<file path="src/rtl/alu_issue_stage.sv">
// alu_issue_stage: registered issue/result stage around alu_core with a 2-entry result FIFO.
// Latency: a request accepted at edge t is on out_* in cycle t+1 when the FIFO was empty.
// Backpressure: in_ready = (count != 2), from registered state only; out_* hold while out_valid && !out_ready.
//
// Ports:
//   clk, rst_n                         clock, asynchronous active-low reset
//   in_valid/in_ready                  request handshake from decode
//   in_op, in_a, in_b, in_tag          operation code, operands, destination tag
//   out_valid/out_ready                result handshake toward writeback
//   out_result, out_tag                head entry result and tag
//   out_zero, out_dbz                  head result is zero / head was a divide by zero
//   retired_cnt                        results consumed by writeback (wraps)

// Combinational ALU core; operands zero-extended to 2N.
// Latency: none (combinational).
// Backpressure: none.
module alu_core #(
  parameter int N = 8
) (
  input  logic [2:0]     op,
  input  logic [N-1:0]   a,
  input  logic [N-1:0]   b,
  output logic [2*N-1:0] result
);
  logic [2*N-1:0] ax;
  logic [2*N-1:0] bx;
  logic [2*N-1:0] b_div;

  assign ax = {{N{1'b0}}, a};
  assign bx = {{N{1'b0}}, b};
  // A zero divisor is replaced so the quotient never goes unknown; the
  // issue stage overrides that result anyway.
  assign b_div = (b == '0) ? {{(2*N-1){1'b0}}, 1'b1} : bx;

  always_comb begin
    result = '0;
    case (op)
      3'b000:  result = ax + bx;
      3'b001:  result = ax & bx;
      3'b010:  result = ax - bx;
      3'b011:  result = ax | bx;
      3'b100:  result = ax ^ bx;
      3'b101:  result = ax * bx;
      3'b110:  result = ax / b_div;
      default: result = (a < b) ? ax : bx;
    endcase
  end
endmodule

// Generic 2-entry FIFO with wrapping 1-bit pointers; storage resets to zero.
// Latency: a push is visible at the head one cycle later when empty.
// Backpressure: caller qualifies push with !full and pop with !empty.
module fifo2 #(
  parameter int W = 8
) (
  input  logic         clk,
  input  logic         rst_n,
  input  logic         push_vld,
  input  logic [W-1:0] push_dat,
  input  logic         pop_vld,
  output logic [W-1:0] head_dat,
  output logic [1:0]   count
);
  logic [W-1:0] mem [2];
  logic         wr_ptr;
  logic         rd_ptr;

  always_ff @(posedge clk or negedge rst_n) begin
    if (!rst_n) begin
      mem[0] <= '0;
      mem[1] <= '0;
      wr_ptr <= 1'b0;
      rd_ptr <= 1'b0;
      count  <= 2'd0;
    end else begin
      if (push_vld) begin
        mem[wr_ptr] <= push_dat;
        wr_ptr      <= ~wr_ptr;
      end
      if (pop_vld) begin
        rd_ptr <= ~rd_ptr;
      end
      case ({push_vld, pop_vld})
        2'b10:   count <= count + 2'd1;
        2'b01:   count <= count - 2'd1;
        default: count <= count;
      endcase
    end
  end

  assign head_dat = mem[rd_ptr];
endmodule

module alu_issue_stage #(
  parameter int N     = 8,
  parameter int CNT_W = 16
) (
  input  logic             clk,
  input  logic             rst_n,
  input  logic             in_valid,
  output logic             in_ready,
  input  logic [2:0]       in_op,
  input  logic [N-1:0]     in_a,
  input  logic [N-1:0]     in_b,
  input  logic [3:0]       in_tag,
  output logic             out_valid,
  input  logic             out_ready,
  output logic [2*N-1:0]   out_result,
  output logic [3:0]       out_tag,
  output logic             out_zero,
  output logic             out_dbz,
  output logic [CNT_W-1:0] retired_cnt
);
  typedef struct packed {
    logic [2*N-1:0] result;
    logic [3:0]     tag;
    logic           zero;
    logic           dbz;
  } entry_t;

  logic [2*N-1:0] core_result;
  logic [1:0]     count;
  logic           accept;
  logic           pop;
  logic           dbz;
  entry_t         new_entry;
  entry_t         head;

  alu_core #(.N(N)) u_core (
    .op     (in_op),
    .a      (in_a),
    .b      (in_b),
    .result (core_result)
  );

  assign dbz = (in_op == 3'b110) && (in_b == '0);

  always_comb begin
    new_entry        = '0;
    new_entry.result = dbz ? '1 : core_result;
    new_entry.tag    = in_tag;
    // Zero flag is taken from the value actually stored, after the dbz override.
    new_entry.zero   = (new_entry.result == '0);
    new_entry.dbz    = dbz;
  end

  assign in_ready  = (count != 2'd2);
  assign out_valid = (count != 2'd0);
  assign accept    = in_valid && in_ready;
  assign pop       = out_valid && out_ready;

  fifo2 #(.W($bits(entry_t))) u_fifo (
    .clk      (clk),
    .rst_n    (rst_n),
    .push_vld (accept),
    .push_dat (new_entry),
    .pop_vld  (pop),
    .head_dat (head),
    .count    (count)
  );

  assign out_result = head.result;
  assign out_tag    = head.tag;
  assign out_zero   = head.zero;
  assign out_dbz    = head.dbz;

  always_ff @(posedge clk or negedge rst_n) begin
    if (!rst_n) begin
      retired_cnt <= '0;
    end else if (pop) begin
      retired_cnt <= retired_cnt + 1'b1;
    end
  end
endmodule

</file>
<file path="config.mk">
export PLATFORM = sky130hd
export DESIGN_NAME = alu_issue_stage
export DESIGN_NICKNAME = d
export VERILOG_FILES = /design/src/rtl/alu_issue_stage.sv
export SDC_FILE = /design/constraint.sdc
export NUM_CORES = 1
export LEC_CHECK = 0
export ABC_AREA = 0
export CAP_MARGIN = 20
export CORE_MARGIN = 10
export CORE_UTILIZATION = 38
export DETAILED_ROUTE_END_ITERATION = 8
export GPL_TIMING_DRIVEN = 0
export HOLD_SLACK_MARGIN = 0.03
export PLACE_DENSITY = 0.52
export REMOVE_ABC_BUFFERS = 1
export SETUP_SLACK_MARGIN = 0.05
export SLEW_MARGIN = 20
export SYNTH_ARGS = -nofsm -noshare
export SYNTH_HDL_FRONTEND = slang
export SYNTH_HIERARCHICAL = 1
export SYNTH_SLANG_ARGS = --single-unit
</file>
<file path="constraint.sdc">
create_clock -name clk -period 2.3 [get_ports clk]
set_clock_uncertainty 0.1 [all_clocks]
set_input_delay 0.345 -clock clk [delete_from_list [all_inputs] [get_ports clk]]
set_output_delay 0.345 -clock clk [all_outputs]
set_load 0.02 [all_outputs]
</file>
## After elaboration in Yosys (flattened, before gate mapping)

Cells that the tools add are included.
W data, S select, Z words.

| operators by class | value |
|---|---|
| $add $sub $neg | 5 |
| $mul | 1 |
| divide/modulo/power cells | 1 |
| order comparisons | 4 |
| equality and inequality tests | 9 |
| muxes and demuxes | 11 |
| bitwise gates (word level) | 7 |
| reduce and logical (&&, ||, !) cells | 9 |

Operators with widths:

| operator | number |
|---|---|
| $pmux W16 S7 | 1 |
| $mux W22 | 4 |
| $bwmux W44 | 1 |
| $demux W22 S1 | 1 |
| $add A16 B1 Y16 const B | 1 |
| $div A8 B16 Y16 | 1 |
| $logic_not A16 Y1 | 1 |
| $mul A8 B8 Y16 | 1 |
| $mux W16 | 1 |
| $mux W8 | 2 |
| $add A8 B8 Y9 | 1 |
| $eq A3 B3 Y1 const B | 3 |
| $sub A8 B8 Y9 | 1 |
| $and A8 B8 Y8 | 1 |
| $logic_not A8 Y1 | 1 |
| $lt A8 B8 Y1 | 1 |
| $or A8 B8 Y8 | 1 |
| $xor A8 B8 Y8 | 1 |
| $eq A3 B2 Y1 const B | 2 |
| $ge A2 B2 Y1 const B | 2 |
| $logic_and A1 B1 Y1 | 4 |
| $not A1 Y2 | 2 |
| $pmux W2 S2 | 1 |
| $reduce_bool A2 Y1 | 2 |
| 9 further kinds | 10 |

| word-level totals | value |
|---|---|
| flip-flop bits (word level) | 64 |
| input port bits | 27 |
| output and inout port bits | 40 |
| word-level logic and storage cells | 53 |

## Logic depth before layout (Yosys ltp)

Gate-level depths: netlist of the first run.

| logic depth | value |
|---|---|
| word-level depth | 7 |
| depth in mapped cells | 155 |
| depth with buffers taken out | 146 |

## By module

Netlist of the first run, hierarchy kept.

Modules (own cells, without submodules):

| module | times used | cells each | area an instance (um^2) | sequential area each (um^2) |
|---|---|---|---|---|
| alu_core | 1 | 1218 | 8824.7 | 0.0 |
| fifo2 | 1 | 130 | 2079.5 | 1201.2 |
| alu_issue_stage | 1 | 89 | 890.9 | 400.4 |

## Least setup slack after synthesis of the first run

Ideal clock, no wire load.

| timing | value |
|---|---|
| path type | input -> register |
| start point | in in_b[5] |
| end point | reg u_fifo/mem[1] (netlist name) |
| library setup time | 65 ps |
| arrival | 29771 ps |
| data required time | 2135 ps |
| setup slack | -27636 ps |
| cell stages on the path | 142 |
| path buffers | 9 |
| cells stage by stage | clkbuf_1 > nor4_2 > nand2_1 > nor3_1 > nor2_1 > ha_1 > or3_1 > nor3b_1 > ha_1 > o211ai_1 > a211o_1 > a21oi_1 > ha_1 > o21a_1 > o22ai_1 > nor4_1 > or2_2 > ha_1 > (+106 left out) > mux2i_1 > ha_1 > a21oi_1 > nor2b_1 > o21ai_0 > nand2b_1 > a21oi_1 > nor2b_1 > o21ai_0 > nand2b_1 > a211oi_1 > o311a_1 > a21o_1 > o211ai_1 > nor3_1 > nand4_1 > nor3b_1 > mux2_2 |

RTL lines:

| what | RTL line | text |
|---|---|---|
| start: declaration | 104 | `input logic [N-1:0] in_b,` |
| end signal: indexed assignment | 77 | `mem[wr_ptr] <= push_dat;` |
| end: declaration | 64 | `logic [W-1:0] mem [2];` |

==> results of run 1 <==
routing by layer:
metal | up-vias | global-route usage, % | part of all wire [%]
li1 | 5894 | - | -
met1 | 5819 | 23.7 | 44
met2 | 305 | 33.5 | 49
met3 | 57 | 2.05 | 4.3
met4 | 0 | 5.91 | 2.1
met5 | - | 0 | 0
cells in the final DEF, fill, tap and decap left out, types with 24 or more instances in the layout:
cell type        netlist  layout
inv_1                112      96
nor2_1               139     110
a21oi_1               88      54
o21a_1                40      37
o21ai_0               51      34
clkdlybuf4s50_1        0      24
dfrtp_1               64      62
mux2_2                66      52
xor2_1                25      25
nand2_1              113     100
buf_4                  2     276
ha_1                 162     121
ha_4                   0      35
fa_1                  38      35
nor3_1                52      46
xnor2_1               49      48
cell families (layout without fill, tap and decap cells):
| family | count (synthesis) | in the layout |
|---|---|---|
| XOR/XNOR | 74 | 74 |
| adder cells (fa/ha/maj) | 202 | 202 |
| flip-flops | 64 | 64 |
| multiplexers | 109 | 109 |
| AO/OA/AOI/OAI | 361 | 361 |
| other | 1 | 8 |
| buffers and inverters | 158 | 496 |
| AND/OR/NAND/NOR | 468 | 469 |
power by group through the flow:
| stage | clock network, mW | logic [mW] | registers [mW] |
|---|---|---|---|
| after floorplan | 0 | 12.1 | 1.86 |
| after global placement | 0 | 15.0 | 1.88 |
| after detailed placement | 0 | 15.2 | 1.89 |
| after CTS | 1.38 | 21.0 | 1.88 |
| after global routing | 1.42 | 24.7 | 1.95 |
| final | 1.34 | 22.6 | 1.88 |
synthesized netlist by cell type, drive strengths merged (9+ instances only):
library cell,n,area share (%)
nand2b,29,1.5
a211oi,16,1.0
nor2b,14,0.74
o21ai,61,2.6
and3,11,0.58
a21o,19,1.2
o31ai,15,0.95
nor4,10,0.71
nand2,115,3.7
mux2i,15,1.3
xor2,25,1.9
nand3,27,1.1
nor3,53,2.3
o211ai,18,1.1
dfrtp,64,14
and2,9,0.50
a21oi,88,3.7
o21bai,11,0.70
inv,113,3.6
fa,38,6.4
nand4,17,0.90
xnor2,49,3.6
or2,11,0.58
mux2,90,8.7
o21a,40,2.5
clkbuf,28,0.98
or3,11,0.63
nor2,140,4.5
buf,14,0.80
ha,162,17
how the worst min path moves through the flow:
| stage | cells past startpoint | endpoint | startpoint | slack, ps |
|---|---|---|---|---|
| 2_1_floorplan | 0 | retired_cnt[0] | rst_n | -50 |
| 3_3_place_gp | 1 | u_fifo/mem[43] | u_fifo/mem[43] | 360 |
| 3_5_place_dp | 1 | u_fifo/mem[19] | rst_n | 110 |
| 4_1_cts | 2 | u_fifo/mem[39] | rst_n | 300 |
| 5_1_grt | 2 | u_fifo/mem[38] | rst_n | 320 |
| 6_report | 2 | u_fifo/mem[38] | rst_n | 310 |
final cells by class:
cell class / instances / area (um2)
Fill cell: 2761 / 13400
Multi-Input combinational cell: 1223 / 11200
Timing Repair Buffer: 364 / 3030
Sequential cell: 64 / 1610
Tap cell: 396 / 495
Inverter: 116 / 480
Clock buffer: 11 / 243
Clock inverter: 5 / 56.3
stage by stage:
stage | TNS (ps) | util [%] | hold WS [ps]
global placement | -682340 | 41.7 | 364
floorplan | -428190 | - | -50.6
global route | -405200 | 56.1 | 322
CTS | -391140 | 52.4 | 303
finish | -387650 | 56.1 | 310
detailed placement | -587230 | 41.9 | 107
what timing repair did:
action | in CTS | in global routing
hold endpoints to repair | 11 | 0
gates resized for setup | 288 | 212
endpoints found under the setup margin | 58 | 37
cloned | 1 | 1
pin swaps | 109 | 119
buffers inserted | 244 | 50
hold buffers | 1 | 0
state kept, by name, indices dropped and copies added (netlist names):
signal         flops
u_fifo/wr_ptr      1
u_fifo/mem        44
u_fifo/count       2
u_fifo/rd_ptr      1
retired_cnt       16
worst max-delay path: cells and delay by family:
kind / cells / cell delay [ps]
buffers and inverters: 51 / 6360
muxes: 6 / 1490
AOI/OAI and AO/OA: 54 / 10490
and+or+nand+nor: 38 / 5420
adders and majority gates: 13 / 3340
==> flow_metrics.env, run 1 <==
export IMPL_outcome="complete, but fails checks"
export IMPL_failed_checks="setup timing"
export IMPL_synth_edff_count=0
export IMPL_slowest_stage="ha_1"
export IMPL_clockPowerShare_pct=5.2
export IMPL_maxSlewHeadroom_pct=25.4
export IMPL_cpMostUsedCell="buf_4"
export IMPL_cts_tree="yes"
export IMPL_cp_endpoint="u_fifo/mem[23]"
export IMPL_clk_root_buffer_cell="clkbuf_16"
export IMPL_post_dp_cell_area_um2=12800
export IMPL_fp_dieH_um=196
export IMPL_start_util_pct=38.6
export IMPL_setup_viol=34
export IMPL_crit_required_ps=2460
export IMPL_globalplace_congestion=0.890
export IMPL_power_density_nw_per_um2=1500
export IMPL_die_area_um2=38500
export IMPL_rr_endpoint="u_fifo/mem[25]"
export IMPL_vias=12075
export IMPL_grt_ovfl_total=0
export IMPL_antenna_cells=0
export IMPL_rrSetupSlack_ps=250
export IMPL_ios=67
export IMPL_postSynthCellCount=1437
export IMPL_synthAdderAreaFrac_pct=23.8
export IMPL_drive_gt1_share_pct=37.9
export IMPL_grt_max_degree=54
export IMPL_clk_latency_ps=320
export IMPL_htreeDepth=3
export IMPL_synth_seq_cells=64
export IMPL_p_seq_share_pct=7.3
export IMPL_postLayoutCellArea_um2=17200
export IMPL_vdd_ir_drop_max_mv=2.01
export IMPL_max_freq_mhz=36.5
export IMPL_cp_start_kind="input port"
export IMPL_layout_cells_non_filler=2179
export IMPL_arrival_ps=27520
export IMPL_hold_class="input port to asynchronous set/reset pin"
export IMPL_r2r_start="u_fifo/count[0]"
export IMPL_clockBufferDepth=2
export IMPL_syn_to_final_growth_pct=45.5
export IMPL_drt_antenna_violating_nets=0
export IMPL_dp_final_hpwl_um=25900
export IMPL_p_leak_nw=7.96
export IMPL_post_route_period_util_pct=1190
export IMPL_p_int_mw=14.3
export IMPL_synth_xor_xnor_area_share_pct=5.49
export IMPL_dp_cells=1867
export IMPL_path_clk_slew_ps=50
export IMPL_period_minus_slack_ps=27360
export IMPL_placementRows=64
export IMPL_p_total_mw=25.8
export IMPL_synth_compound_gate_area_share_pct=21.5
export IMPL_ff2ff_path_depth=5
export IMPL_combPwrFrac_pct=87.5
export IMPL_ys_async_sr_fraction_pct=100
export IMPL_grt_pass1_vias=12234
export IMPL_synth_flop_cell="dfrtp_1"
export IMPL_crit_start="in_b[7]"
export IMPL_drtIter0Drc=697
export IMPL_core_area_um2=30600
export IMPL_p_sw_mw=11.6
export IMPL_antenna_found_initial=0
export IMPL_hold_viol=0
export IMPL_cts_buffers=9
export IMPL_synth_top_family_by_area="adder cells"
export IMPL_postSynthAreaPerCell_um2=8.21
export IMPL_synthSimpleGateAreaFrac_pct=19.3
export IMPL_cts_sinks=64
export IMPL_finalWorstSetupSlack_ps=-25060
export IMPL_slew_viol_final=0
export IMPL_synth_area_um2=11800
export IMPL_io_buffer_count=66
export IMPL_floorplan_die_width_um=196
export IMPL_worst_setup_path_end_kind="register"
export IMPL_firstDrtPassIters=5
export IMPL_drcViolationCount=0
export IMPL_wirelength_um=38700
export IMPL_wl_per_cell_um=17.8
export IMPL_nNetsFinal=2005
export IMPL_path_class="input port to register"
export IMPL_yosys_warnings=6
export IMPL_grt_usage_pct=19.0
export IMPL_swShare_pct=44.8
export IMPL_critPathMaxStageDelay_ps=360
export IMPL_grt_pass1_wl_um=61600
export IMPL_maxCapViolations=0
export IMPL_vias_per_cell=5.54
export IMPL_place_ws_ps=-35610
export IMPL_crit_fanout=8
export IMPL_synth_cell_types=94
export IMPL_ys_seq_area_share_pct=13.6
export IMPL_muxShareOfSynthArea_pct=10.8
export IMPL_tightest_slew_ps=1120
export IMPL_grt_setup_unrepaired="true"
(Power assumes the default switching activity.)
==> run 2: changes to the inputs <==
--- a/config.mk
+++ b/config.mk
@@ -12,7 +12,7 @@
 export DETAILED_ROUTE_END_ITERATION = 8
 export GPL_TIMING_DRIVEN = 0
 export HOLD_SLACK_MARGIN = 0.03
-export PLACE_DENSITY = 0.52
+export PLACE_DENSITY = 0.53
 export REMOVE_ABC_BUFFERS = 1
 export SETUP_SLACK_MARGIN = 0.05
 export SLEW_MARGIN = 20
==> run 2 against run 1 <==
  * The run still ends with setup timing left
  * Cell count grew 1.0%
  * Die area stayed put
  * Worst hold slack worse by 20 ps
  * Register-to-register slack gained 110 ps
  * Global-route usage increased by 0.16 points
  * Largest power group unchanged
  * Critical path depth decreased by 8
  * Routed wire length increased by 2.0%
  * Combinational power grew 15%
  * Fmax fell by 0.54%
==> flow_metrics.env, run 2 (synthesized netlist as in run 1, its figures left out) <==
export IMPL_maxSlewHeadroom_pct=34.5
export IMPL_wirelength_um=39500
export IMPL_drcViolationCount=0
export IMPL_vdd_ir_drop_max_mv=1.91
export IMPL_placementRows=64
export IMPL_grt_usage_pct=19.2
export IMPL_finalWorstSetupSlack_ps=-25210
export IMPL_largest_reg_flops=44
export IMPL_mostFrequentLayoutCell="buf_4"
export IMPL_slowest_stage="a2111oi_4"
export IMPL_hold_class="input port to asynchronous set/reset pin"
export IMPL_cts_tree="yes"
export IMPL_htreeDepth=3
export IMPL_regMostFlops="u_fifo/mem"
export IMPL_max_freq_mhz=36.4
export IMPL_tightest_slew_ps=972
export IMPL_critPathMaxStageDelay_ps=370
export IMPL_rrSetupSlack_ps=360
export IMPL_worst_setup_path_end_kind="register"
export IMPL_power_density_nw_per_um2=1680
export IMPL_top_regs="u_fifo/mem (44), retired_cnt (16), u_fifo/count (2)"
export IMPL_path_clk_slew_ps=50
export IMPL_nNetsFinal=2026
export IMPL_drive_gt1_share_pct=38.4
export IMPL_p_leak_nw=8.14
export IMPL_vias_per_cell=5.55
export IMPL_fin_setup_tns_ps=-394330
export IMPL_hold_viol=0
export IMPL_crit_buf_inv=23
export IMPL_grt_pass1_wl_um=62000
export IMPL_arrival_ps=27670
export IMPL_failed_checks="setup timing"
export IMPL_fillers=2722
export IMPL_clockBufferDepth=2
export IMPL_post_route_period_util_pct=1200
export IMPL_final_cell_mix="260 x buf_4, 127 x ha_1, 112 x nor2_1"
export IMPL_drt_antenna_violating_nets=0
export IMPL_place_ws_ps=-35420
export IMPL_use_met2_pct=33.9
export IMPL_firstDrtPassIters=5
export IMPL_syn_to_final_growth_pct=47.8
export IMPL_globalplace_congestion=0.885
export IMPL_path_class="input port to register"
export IMPL_vias=12221
export IMPL_start_util_pct=38.6
export IMPL_cp_start_kind="input port"
export IMPL_maxCapViolations=0
export IMPL_drtIter0Drc=637
export IMPL_grt_pass1_vias=12158
export IMPL_top_usage_layer="met2"
export IMPL_crit_fanout=8
export IMPL_crit_required_ps=2460
export IMPL_gr_usage_met3_pct=2.10
export IMPL_ios=67
export IMPL_core_area_um2=30600
export IMPL_setup_viol=34
export IMPL_cts_sinks=64
export IMPL_outcome="complete, but fails checks"
export IMPL_antenna_found_initial=1
export IMPL_cpMostUsedCell="buf_4"
export IMPL_floorplan_die_width_um=196
export IMPL_clk_latency_ps=320
export IMPL_dp_final_hpwl_um=25800
export IMPL_die_area_um2=38500
export IMPL_grt_ovfl_total=0
export IMPL_slew_viol_final=0
export IMPL_period_minus_slack_ps=27510
export IMPL_fp_dieH_um=196
export IMPL_wl_per_cell_um=18.0
export IMPL_grt_max_degree=57
export IMPL_crit_family="compound AO/OA/AOI/OAI gates"
export IMPL_final_util_pct=57.0
export IMPL_io_buffer_count=66
export IMPL_whs_ps=290
export IMPL_grt_setup_unrepaired="true"
export IMPL_cts_buffers=9
export IMPL_grt_use_met1_pct=24.1
export IMPL_clk_root_buffer_cell="clkbuf_16"
run 2: area by class of cell:
cell class	instances	area (um2)	share of cell area [%]
multi-input cells	1224	11200	64.1
repair buffers	384	3340	19.1
flip-flops and latches	64	1610	9.21
well taps	396	495	2.84
inverters	116	480	2.76
clock buffers	11	253	1.45
clock inverters	5	78.8	0.452
diodes	1	2.50	0.0144
run 2: where the power goes:
part	internal, mW	total [mW]	switching [mW]
logic	14.1	26.1	11.9
registers	1.55	1.82	0.274
clock network	1.00	1.47	0.470
total	16.7	29.4	12.7
run 2: worst paths after layout:
check                           startpoint  cells past startpoint              end
hold / removal                       rst_n                      2   u_fifo/mem[21]
setup reg to reg           u_fifo/count[0]                      4   u_fifo/mem[20]
setup / recovery                   in_b[7]                    154    u_fifo/mem[1]
max in group asynchronous            rst_n                      3    u_fifo/rd_ptr
hold reg to reg            retired_cnt[15]                      1  retired_cnt[15]
min in group clk           retired_cnt[15]                      1  retired_cnt[15]
run 2: per-stage QoR:
stage / cells / cell area [um2] / total power [mW]
3_3_place_gp: 1864 / 12800 / 16.8
5_1_grt: 2201 / 17400 / 31.9
6_report: 2201 / 17400 / 29.4
3_5_place_dp: 1867 / 12800 / 17.0
2_1_floorplan: 1402 / 11600 / 14.0
4_1_cts: 2105 / 16000 / 23.5
run 2: timing repair:
action	4_1_cts	5_1_grt
gates resized for setup	363	169
cloned	2	1
hold buffers	1	0
hold endpoints to repair	59	0
endpoints found under the setup margin	58	36
buffers inserted	219	97
pin swaps	111	148
run 2: metal layers:
metal | up-vias | wire length [um]
met4 | 0 | 999
li1 | 5945 | -
met1 | 5947 | 17300
met2 | 265 | 19500
met5 | - | 0
met3 | 64 | 1750
==> run 3: changes to the inputs <==
--- a/config.mk
+++ b/config.mk
@@ -7,7 +7,6 @@
 export LEC_CHECK = 0
 export ABC_AREA = 0
 export CAP_MARGIN = 20
-export CORE_MARGIN = 10
 export CORE_UTILIZATION = 38
 export DETAILED_ROUTE_END_ITERATION = 8
 export GPL_TIMING_DRIVEN = 0
==> run 3 against run 2 <==
  * Via count is 5.8% lower
  * The flow still finishes with violations (setup timing)
  * Clock power is 12% lower
  * Core utilization is 4.7 points lower
  * Routed wire length is 10% lower
  * Design area is 8.2% lower
  * Power is 22% lower
==> flow_metrics.env, run 3 (synthesized netlist as in run 1, its figures left out) <==
export IMPL_largest_reg_flops=44
export IMPL_arrival_ps=28330
export IMPL_critPathMaxStageDelay_ps=430
export IMPL_mostFrequentLayoutCell="buf_4"
export IMPL_tightest_slew_ps=1230
export IMPL_drtIter0Drc=533
export IMPL_cts_tree="yes"
export IMPL_vias_per_cell=5.60
export IMPL_clk_latency_ps=320
export IMPL_maxSlewHeadroom_pct=17.6
export IMPL_antenna_found_initial=0
export IMPL_cts_sinks=64
export IMPL_layout_cells_non_filler=2056
export IMPL_vias=11517
export IMPL_ios=67
export IMPL_max_freq_mhz=35.5
export IMPL_p_total_mw=22.8
export IMPL_worst_setup_path_end_kind="register"
export IMPL_drt_antenna_violating_nets=0
export IMPL_clockBufferDepth=2
export IMPL_vdd_ir_drop_max_mv=1.77
export IMPL_regMostFlops="u_fifo/mem"
export IMPL_fp_dieH_um=178
export IMPL_finalWorstSetupSlack_ps=-25870
export IMPL_grt_usage_pct=20.9
export IMPL_die_area_um2=31700
export IMPL_setup_viol=34
export IMPL_placementRows=64
export IMPL_cp_start_kind="input port"
export IMPL_hold_class="input port to asynchronous set/reset pin"
export IMPL_grt_pass1_vias=10755
export IMPL_failed_checks="setup timing"
export IMPL_crit_fanout=8
export IMPL_crit_start="in_b[6]"
export IMPL_htreeDepth=3
export IMPL_core_area_um2=30600
export IMPL_grt_ovfl_total=0
export IMPL_hold_viol=0
export IMPL_dp_cells=1867
export IMPL_slew_viol_final=0
export IMPL_period_minus_slack_ps=28170
export IMPL_maxCapViolations=0
export IMPL_globalplace_congestion=0.881
export IMPL_place_ws_ps=-35390
export IMPL_final_cell_mix="157 x buf_4, 126 x ha_1, 115 x nor2_1"
export IMPL_path_clk_slew_ps=50
export IMPL_slowest_stage="o41a_1"
export IMPL_antenna_cells=0
export IMPL_cpMostUsedCell="o21a_1"
export IMPL_grt_setup_unrepaired="true"
export IMPL_outcome="complete, but fails checks"
export IMPL_grt_pass1_wl_um=53700
export IMPL_start_util_pct=38.6
export IMPL_p_leak_nw=7.32
export IMPL_post_route_period_util_pct=1220
export IMPL_clk_root_buffer_cell="clkbuf_16"
export IMPL_floorplan_die_width_um=178
export IMPL_io_buffer_count=66
export IMPL_syn_to_final_growth_pct=35.7
export IMPL_top_regs="u_fifo/mem (44), retired_cnt (16), u_fifo/count (2)"
export IMPL_wl_per_cell_um=17.3
export IMPL_drive_gt1_share_pct=31.8
export IMPL_firstDrtPassIters=5
export IMPL_cts_buffers=9
export IMPL_dp_final_hpwl_um=25100
export IMPL_r2r_start="u_fifo/count[0]"
export IMPL_wirelength_um=35600
export IMPL_nNetsFinal=1883
export IMPL_grt_max_degree=55
export IMPL_power_density_nw_per_um2=1420
export IMPL_whs_ps=301
export IMPL_path_class="input port to register"
export IMPL_crit_required_ps=2460
export IMPL_drcViolationCount=0
## run 3: report_power, final
part	total [mW]	internal, mW	switching [mW]	leakage (nW)
Clock	1.30	0.855	0.450	0.145
Combinational	19.6	9.53	10.1	6.37
Sequential	1.89	1.55	0.335	0.809
## run 3: repair_timing
action / in CTS / in global routing
endpoints found under the setup margin: 58 / 36
hold endpoints to repair: 10 / 0
hold buffers: 1 / 0
buffers inserted: 59 / 112
cloned: 0 / 2
gates resized for setup: 151 / 291
pin swaps: 35 / 133
## run 3: path summary, 6_finish.rpt
check	end	slack (ps)	cells past startpoint
worst max-delay path	u_fifo/mem[23]	-25870	147
worst min-delay path	u_fifo/mem[42]	300	2
worst max register to register	u_fifo/mem[24]	210	5
worst min register to register	retired_cnt[15]	370	1
max in group asynchronous	u_fifo/count[0]	1270	3
min in group clk	retired_cnt[15]	370	1
## run 3: area by class of cell
type                    instances  area (um2)
flip-flops and latches         64        1610
clock inverters                 4        45.0
inverters                     116         474
clock buffers                  11         243
fillers                      2872       14600
well taps                     396         495
repair buffers                241        2070
multi-input cells            1224       11100
## run 3: critical path, delay by kind of cell
family,cells,cell delay [ps]
and+or+nand+nor,43,6750
muxes,7,1800
AOI/OAI and AO/OA,72,14040
adders and majority gates,15,3800
buffers and inverters,10,1460
## run 3: metal layers
layer  GRT usage [%]  vias to the layer above  part of all wire [%]
met5               0                        -                     0
met4            6.36                        0                   1.9
met3            1.21                       49                   3.6
met2            36.0                      267                    48
met1            27.8                     5554                    46
li1                -                     5647                     -
## run 3: metrics by stage
stage          utilization [%]  TNS (ps)  area [um2]
6_report                  52.3   -403600       16000
5_1_grt                   52.3   -424870       16000
4_1_cts                   45.7   -428340       14000
3_5_place_dp              41.9   -582070       12800
3_3_place_gp              41.7   -676750       12800
2_1_floorplan                -   -428190       11600
